File: src/rtl/fp32_pkg.sv
// Shared binary32 definitions for the floating-point multiplier:
// field widths, constants, operand layout and operand classes.
package fp32_pkg;

    localparam int EXP_W  = 8;
    localparam int FRAC_W = 23;
    localparam int MANT_W = FRAC_W + 1;
    localparam int PROD_W = 2 * MANT_W;
    localparam int EXPS_W = 10;
    localparam int BIAS   = 127;

    localparam logic [31:0] FP32_QNAN = 32'h7FC00000;
    localparam logic [31:0] FP32_INF  = 32'h7F800000;

    typedef struct packed {
        logic              sign;
        logic [EXP_W-1:0]  exp;
        logic [FRAC_W-1:0] frac;
    } fp32_t;

    // ZERO must encode as 0 so a cleared pipeline yields +0
    typedef enum logic [1:0] {
        FP_ZERO   = 2'd0,
        FP_NORMAL = 2'd1,
        FP_INF    = 2'd2,
        FP_NAN    = 2'd3
    } fp_class_e;

    typedef struct packed {
        fp_class_e          cls_a;
        fp_class_e          cls_b;
        logic               sign;
        logic [EXPS_W-1:0]  exp_sum;
        logic [PROD_W-1:0]  prod;
    } mul_s1_t;

    function automatic fp_class_e fp32_classify(input fp32_t x);
        fp_class_e c;
        if (x.exp == '0)
            c = FP_ZERO;
        else if (x.exp != '1)
            c = FP_NORMAL;
        else if (x.frac == '0)
            c = FP_INF;
        else
            c = FP_NAN;
        return c;
    endfunction

endpackage

File: src/rtl/fp32_norm_round.sv
// Normalizes a 48-bit mantissa product and rounds it to 24 bits,
// nearest-even, reporting exponent overflow and underflow.
module fp32_norm_round
    import fp32_pkg::*;
(
    input  logic [PROD_W-1:0]        prod_i,
    input  logic signed [EXPS_W-1:0] exp_i,
    output logic [FRAC_W-1:0]        frac_o,
    output logic [EXP_W-1:0]         exp_o,
    output logic                     ovf_o,
    output logic                     unf_o
);

    logic [MANT_W-1:0]        mant;
    logic                     guard;
    logic                     sticky;
    logic                     rnd_up;
    logic [MANT_W:0]          sum;
    logic signed [EXPS_W-1:0] exp_n;
    logic signed [EXPS_W-1:0] exp_r;

    always_comb begin
        if (prod_i[PROD_W-1]) begin
            mant   = prod_i[PROD_W-1 -: MANT_W];
            guard  = prod_i[MANT_W-1];
            sticky = |prod_i[MANT_W-2:0];
            exp_n  = exp_i + 10'sd1;
        end else begin
            mant   = prod_i[PROD_W-2 -: MANT_W];
            guard  = prod_i[MANT_W-2];
            sticky = |prod_i[MANT_W-3:0];
            exp_n  = exp_i;
        end

        rnd_up = guard & (sticky | mant[0]);
        sum    = {1'b0, mant} + {{MANT_W{1'b0}}, rnd_up};

        // carry-out means the mantissa rolled over to exactly 2.0
        if (sum[MANT_W]) begin
            frac_o = sum[MANT_W-1:1];
            exp_r  = exp_n + 10'sd1;
        end else begin
            frac_o = sum[FRAC_W-1:0];
            exp_r  = exp_n;
        end

        ovf_o = exp_r >= 10'sd255;
        unf_o = exp_r <= 10'sd0;
        exp_o = exp_r[EXP_W-1:0];
    end

endmodule

File: src/rtl/mul.sv
// Two-stage pipelined binary32 multiplier, round-to-nearest-even,
// subnormals flushed to zero, one result per clock.
module mul
    import fp32_pkg::*;
(
    input  logic        clk,
    input  logic        rst_n,
    input  logic [31:0] a,
    input  logic [31:0] b,
    output logic [31:0] out
);

    fp32_t             fa;
    fp32_t             fb;
    logic [PROD_W-1:0] mant_a;
    logic [PROD_W-1:0] mant_b;
    mul_s1_t           s1_d;
    mul_s1_t           s1_q;
    logic [31:0]       out_d;
    logic [31:0]       out_q;

    always_comb begin
        fa           = fp32_t'(a);
        fb           = fp32_t'(b);
        mant_a       = {{MANT_W{1'b0}}, 1'b1, fa.frac};
        mant_b       = {{MANT_W{1'b0}}, 1'b1, fb.frac};
        s1_d.cls_a   = fp32_classify(fa);
        s1_d.cls_b   = fp32_classify(fb);
        s1_d.sign    = fa.sign ^ fb.sign;
        s1_d.exp_sum = {2'b00, fa.exp} + {2'b00, fb.exp}
                     - 10'(BIAS);
        s1_d.prod    = mant_a * mant_b;
    end

    always_ff @(posedge clk or negedge rst_n) begin
        if (!rst_n)
            s1_q <= '0;
        else
            s1_q <= s1_d;
    end

    logic [FRAC_W-1:0] nr_frac;
    logic [EXP_W-1:0]  nr_exp;
    logic              nr_ovf;
    logic              nr_unf;

    fp32_norm_round u_norm_round (
        .prod_i (s1_q.prod),
        .exp_i  ($signed(s1_q.exp_sum)),
        .frac_o (nr_frac),
        .exp_o  (nr_exp),
        .ovf_o  (nr_ovf),
        .unf_o  (nr_unf)
    );

    logic nan_in;
    logic inf_in;
    logic zero_in;

    always_comb begin
        nan_in  = (s1_q.cls_a == FP_NAN)  || (s1_q.cls_b == FP_NAN);
        inf_in  = (s1_q.cls_a == FP_INF)  || (s1_q.cls_b == FP_INF);
        zero_in = (s1_q.cls_a == FP_ZERO) || (s1_q.cls_b == FP_ZERO);
        out_d   = {s1_q.sign, nr_exp, nr_frac};
        // specials take priority in this order
        if (nan_in || (inf_in && zero_in))
            out_d = FP32_QNAN;
        else if (inf_in || nr_ovf)
            out_d = {s1_q.sign, FP32_INF[30:0]};
        else if (zero_in || nr_unf)
            out_d = {s1_q.sign, 31'd0};
    end

    always_ff @(posedge clk or negedge rst_n) begin
        if (!rst_n)
            out_q <= '0;
        else
            out_q <= out_d;
    end

    assign out = out_q;

endmodule

File: config.mk
export PLATFORM = sky130hd
export DESIGN_NAME = mul
export DESIGN_NICKNAME = d
export VERILOG_FILES = /design/src/rtl/fp32_pkg.sv /design/src/rtl/fp32_norm_round.sv /design/src/rtl/mul.sv
export SDC_FILE = /design/constraint.sdc
export NUM_CORES = 2
export LEC_CHECK = 0
export ABC_AREA = 0
export BUFFER_PORTS_ARGS = -buffer_cell sky130_fd_sc_hd__clkbuf_2
export CAP_MARGIN = 10
export CELL_PAD_IN_SITES_DETAIL_PLACEMENT = 1
export CELL_PAD_IN_SITES_GLOBAL_PLACEMENT = 1
export CORE_MARGIN = 2
export CORE_UTILIZATION = 55
export CTS_BUF_LIST = sky130_fd_sc_hd__clkbuf_4 sky130_fd_sc_hd__clkbuf_8
export DETAILED_ROUTE_END_ITERATION = 8
export GPL_TIMING_DRIVEN = 0
export PLACE_DENSITY_LB_ADDON = 0.1
export SLEW_MARGIN = 25
export SYNTH_ARGS = -nofsm -noshare
export SYNTH_HDL_FRONTEND = slang
export SYNTH_SLANG_ARGS = --single-unit
File: constraint.sdc
create_clock -name clk -period 6.7 [get_ports clk]
set_clock_uncertainty 0.1 [all_clocks]
set_input_delay 0.67 -clock clk [delete_from_list [all_inputs] [get_ports clk]]
set_output_delay 0.67 -clock clk [all_outputs]
set_load 0.05 [all_outputs]
Yosys cells after proc, flatten, opt, wreduce, memory -nomap -nowiden:

Index checks and enable logic that the tools add are counted.

* $add $sub $neg: 5
* multiply operators: 1
* divide/modulo/power cells: 0
* magnitude comparators: 2
* equal/unequal tests: 6
* shift operators: 0
* muxes and demuxes: 15
* bitwise logic cells: 3
* reduce and logical (&&, ||, !) cells: 15

Operators by type and width (number)
* 2-to-1 mux 31 bit: 2
* multiplier 24 x 24 -> 48 bit: 1
* logical NOT 23 bit: 2
* 2-to-1 mux 32 bit: 1
* adder 24 x 1 -> 25 bit: 1
* 2-to-1 mux 24 bit: 1
* 2-to-1 mux 23 bit: 1
* OR reduction 23 bit: 1
* OR reduction 22 bit: 1
* adder 10 x 2 -> 10 bit (second input constant): 2
* 2-to-1 mux 10 bit: 2
* logical NOT 8 bit: 2
* inequality test 8 bit (second input constant): 2
* greater-or-equal comparator 10 x 9 -> 1 bit (second input constant): 1
* less-or-equal comparator 10 x 1 -> 1 bit (second input constant): 1
* subtractor 9 x 7 -> 10 bit (second input constant): 1
* adder 8 x 8 -> 9 bit: 1
* == test 2 bit (second input constant): 4
* 2-to-1 mux 2 bit: 4
* logical OR 1 bit: 6
* logical NOT 2 bit: 2
* 2-to-1 mux 1 bit: 4
* AND 1 bit: 1
* logical AND 1 bit: 1
* 2 further kinds: 2

* register bits after elaboration: 95
* bits in latches: 0
* bits in writable memories: 0
* ROM bits: 0
* bits of input ports: 66
* output and inout bits: 32
* memories: 0

Longest topological paths before layout:

* depth in word-level cells: 11
* depth in mapped cells: 26
* mapped depth without buffers: 25

Cells and area by module:

A second synthesis with hierarchy kept.

* cell total of the unflattened synthesis: 2671
* area, all modules: 23834.1 sq um

Modules (own cells, without submodules)
* mul: times used 1, cells an instance 2380, area each 21996.1 sq um, seq. area each 2377.3 sq um
* fp32_norm_round: times used 1, cells an instance 291, area each 1838.0 sq um, seq. area each 0.0 sq um

Least setup slack after synthesis:

OpenSTA, ideal clock, no wires.

* path kind: input -> register
* start point: in b[3]
* end point: reg s1_q[29] in the netlist's numbering
* library setup time: 0.080 ns
* data arrival time: 6.905 ns
* data required time: 6.520 ns
* slack: -0.385 ns
* stages on the path: 26
* path buffers: 1
* cell sequence: clkbuf_1 -> nand2_1 -> fa_1 -> inv_1 -> fa_1 -> inv_1 -> fa_1 -> inv_1 -> fa_1 -> inv_1 -> fa_1 -> inv_1 -> fa_1 -> inv_1 -> fa_1 -> inv_1 -> ha_1 -> a211o_1 -> a211o_1 -> a21oi_1 -> a21oi_1 -> a211o_1 -> a21boi_0 -> o21bai_1 -> a21oi_1 -> xnor2_1

RTL lines
* start, declared: line mul.sv:9 `input logic [31:0] b,`
* end signal, assigned: line mul.sv:37 `s1_q <= '0;`
* end signal, assigned: line mul.sv:39 `s1_q <= s1_d;`
* end, declared: line mul.sv:18 `mul_s1_t s1_q;`

==> metrics <==
Syn Area/Cell=roughly 9.1 um2; number of global-route vias before repair=approximately 24,000; final worst-path cycle share=108%; critical path's largest stage delay=~0.67 ns; buffer depth of the longest clock path=2; final hold slack=about 0.017 ns; data arrival time of the worst path=about 7.5 ns; ratio of cells with drive above 1 in the final layout=slightly below 20%; fin worst setup slack=-0.532 ns; antenna violations before repair=13; DRC violation count after routing=0; startpoint-to-endpoint class of the critical path=input pin to flip-flop; final standard cell utilization of the core=approximately two thirds; maximum number of pins on one net before global-route repair=64; r2r worst-path depth=17; worst min path class=input pin to asynchronous set/reset pin; global-route wire length before repair=around 150,000 um; Gate Count Post-Synth=2,551; sort of element at the end of the critical path=flip-flop; floorplan die area=44,100 um2; cell class contributing the biggest share of worst-path delay=adder cells; number of buffers created by CTS=9; Max Cap Violations=0; Async SR Flop Fraction=100%; detailed-route wire length=about 110,000 um; Worst R2R Start=s1_q[47]; Top-Level Pins=98; total of warnings raised by yosys=0; initial core utilization=55.6%; Seq cells post-synth=95; worst-path cell with the longest stage delay=sky130_fd_sc_hd__fa_2; worst setup slack for register-to-register paths=just under 0.9 ns; syn_nets=between 3,000 and 4,000; worst-path fanout max=10; Nets=3,545; biggest area contributors in the synthesized netlist=sky130_fd_sc_hd__fa_1, sky130_fd_sc_hd__ha_1, sky130_fd_sc_hd__dfrtp_1; unrepaired setup endpoints after global routing=true; first-pass iteration count of the detailed router=6; clock latency on the worst-skew pair=0.42 ns; hold violation count in the final report=0; worst relative slew slack=~55%; final setup violation count=25; area inside the core boundary=41,900 um2; CTS root buffer=sky130_fd_sc_hd__clkbuf_8; H-tree depth=3; post-detailed-route wirelength per cell=32.0 um; Yosys top cell by area=sky130_fd_sc_hd__fa_1; row cnt=75; Slew @ Worst Pin=0.673 ns; Commonest cells post-synth=sky130_fd_sc_hd__inv_1, sky130_fd_sc_hd__fa_1, sky130_fd_sc_hd__nand2_1, sky130_fd_sc_hd__and2_1, sky130_fd_sc_hd__ha_1; area added between synthesis and finish=22.8%; cell area after synthesis=~23,000 um2; Yosys top cell area share=about two fifths; post-placement worst setup slack=-2.28 ns; clock transition at the register clock pins on the worst setup and hold paths after CTS=0.11 ns; horizontal extent of the die=between 200 and 250 um; final number of max-transition violations=0; result of the run=finished with violations; count of nets left with antenna violations after detail routing=0; dominant register cell in the synthesized netlist=sky130_fd_sc_hd__dfrtp_1; clock net sink count=95; Worst setup SP type=input pin; Placer Congestion=between 1 and 1.5; most frequent cell after synthesis=sky130_fd_sc_hd__inv_1; required time at the worst-slack endpoint=roughly 6.9 ns; via count=between 20,000 and 25,000; total congestion overflow=0; total of buffers placed on input and output ports=between 90 and 100; number of vias per cell=roughly 6.4; end of the worst register-to-register path=out[9]; all-layer global routing usage=46.6%; die height=~210 um; DR iter-0 viols=2,081; CTS tree=done; Achievable Freq=around 0.14 GHz; number of enable-type register cells in the synthesized netlist=0; HPWL Detailed=roughly 69,000 um; portion of the post-synthesis area used by sequential elements=approximately a tenth; failing checks=negative setup slack; number of buffers and inverters on the critical path=7; Unique masters post-synth=66; time the final worst path needs with I/O delays and setup=between 7 and 8 ns
[how the worst max path moves through the flow]
stage,startpoint,end,depth (start not counted)
floorplan,b[5],s1_q[47],24
global placement,a[10],s1_q[46],25
detailed placement,a[10],s1_q[46],25
CTS,a[14],s1_q[47],24
global route,a[10],s1_q[46],26
finish,a[7],s1_q[46],25
[flip-flops by register name, summed over array words and instances (netlist names)]
name  cells
s1_q     63
out      32
[metrics by stage]
stage                     area [um2]  setup TNS [ns]  std cells
after CTS                      27900           -1.00       3311
after detailed placement       24800          -49.41       3187
after global placement         24800          -44.31       3186
after global routing           28700           -7.63       3352
final                          28700           -6.33       3355
after floorplan                23600               0       2551
[worst register-to-register path, delay by kind of cell (launching register included)]
kind,cells,cell delay (ns)
XOR/XNOR,1,0.22
buffers and inverters,5,1.75
AO/OA/AOI/OAI,4,1.00
AND/OR/NAND/NOR,6,1.98
flip-flops,1,0.42
adder cells (fa/ha/maj),1,0.22
[cell type report]
cell class,count,area [um2]
Inverter,567,2150
Multi-Input combinational cell,1777,19300
Clock buffer,9,124
Sequential cell,95,2380
Clock inverter,7,72.6
Fill cell,4542,13300
Tap cell,539,674
Buffer,109,1660
Timing Repair Buffer,246,2290
Antenna cell,6,15.0
[routing by layer]
layer  GRT usage, %  vias up  part of all wire [%]
met5              0        -                  0.11
met4           37.0       14                    11
met3           12.7      784                    12
met2           74.9     1719                    45
met1           52.7    10700                    32
li1               -     8195                     -
[cell usage in the layout (no fill, tap or decap), types with 10 or more instances in the layout]
master	instances
sky130_fd_sc_hd__ha_1	170
sky130_fd_sc_hd__nor4_1	21
sky130_fd_sc_hd__nand2_1	294
sky130_fd_sc_hd__clkbuf_2	70
sky130_fd_sc_hd__and2_1	246
sky130_fd_sc_hd__nor3_1	13
sky130_fd_sc_hd__inv_1	537
sky130_fd_sc_hd__clkbuf_1	12
sky130_fd_sc_hd__xnor2_1	58
sky130_fd_sc_hd__o21ai_0	29
sky130_fd_sc_hd__fa_1	450
sky130_fd_sc_hd__mux2i_1	14
sky130_fd_sc_hd__nand3_1	19
sky130_fd_sc_hd__nor2_1	87
sky130_fd_sc_hd__ha_4	17
sky130_fd_sc_hd__a21o_1	20
sky130_fd_sc_hd__inv_2	23
sky130_fd_sc_hd__buf_4	134
sky130_fd_sc_hd__clkbuf_8	35
sky130_fd_sc_hd__and2_4	15
sky130_fd_sc_hd__nand2b_1	11
sky130_fd_sc_hd__buf_6	19
sky130_fd_sc_hd__dfrtp_1	95
sky130_fd_sc_hd__fa_2	33
sky130_fd_sc_hd__xor2_1	30
sky130_fd_sc_hd__a21oi_1	39
sky130_fd_sc_hd__nand4_1	20
sky130_fd_sc_hd__clkbuf_16	63
sky130_fd_sc_hd__o21bai_1	10
[cells by family (layout without fill, tap and decap cells)]
| kind of cell | Yosys count | in the layout | share of synthesized area, % |
|---|---|---|---|
| DFF | 95 | 95 | 10.2 |
| adders and majority gates | 674 | 674 | 51.7 |
| other | 0 | 6 | 0 |
| and+or+nand+nor | 795 | 795 | 17.1 |
| buffers and inverters | 679 | 938 | 11.0 |
| muxes | 17 | 17 | 0.756 |
| xor gates and xnor gates | 93 | 93 | 3.49 |
| AOI/OAI and AO/OA | 198 | 198 | 5.77 |
[repair_timing]
action / 4_1_cts / 5_1_grt
resized for setup: 426 / 125
hold buffers: 0 / 0
endpoints found under the setup margin: 31 / 24
endpoints found under the hold margin: 0 / 0
pin swaps: 84 / 74
buffers inserted: 108 / 39
gates cloned: 2 / 1
Power is not shown: default switching activity piles up to over one toggle a cycle in this logic, so the estimate is an artifact.
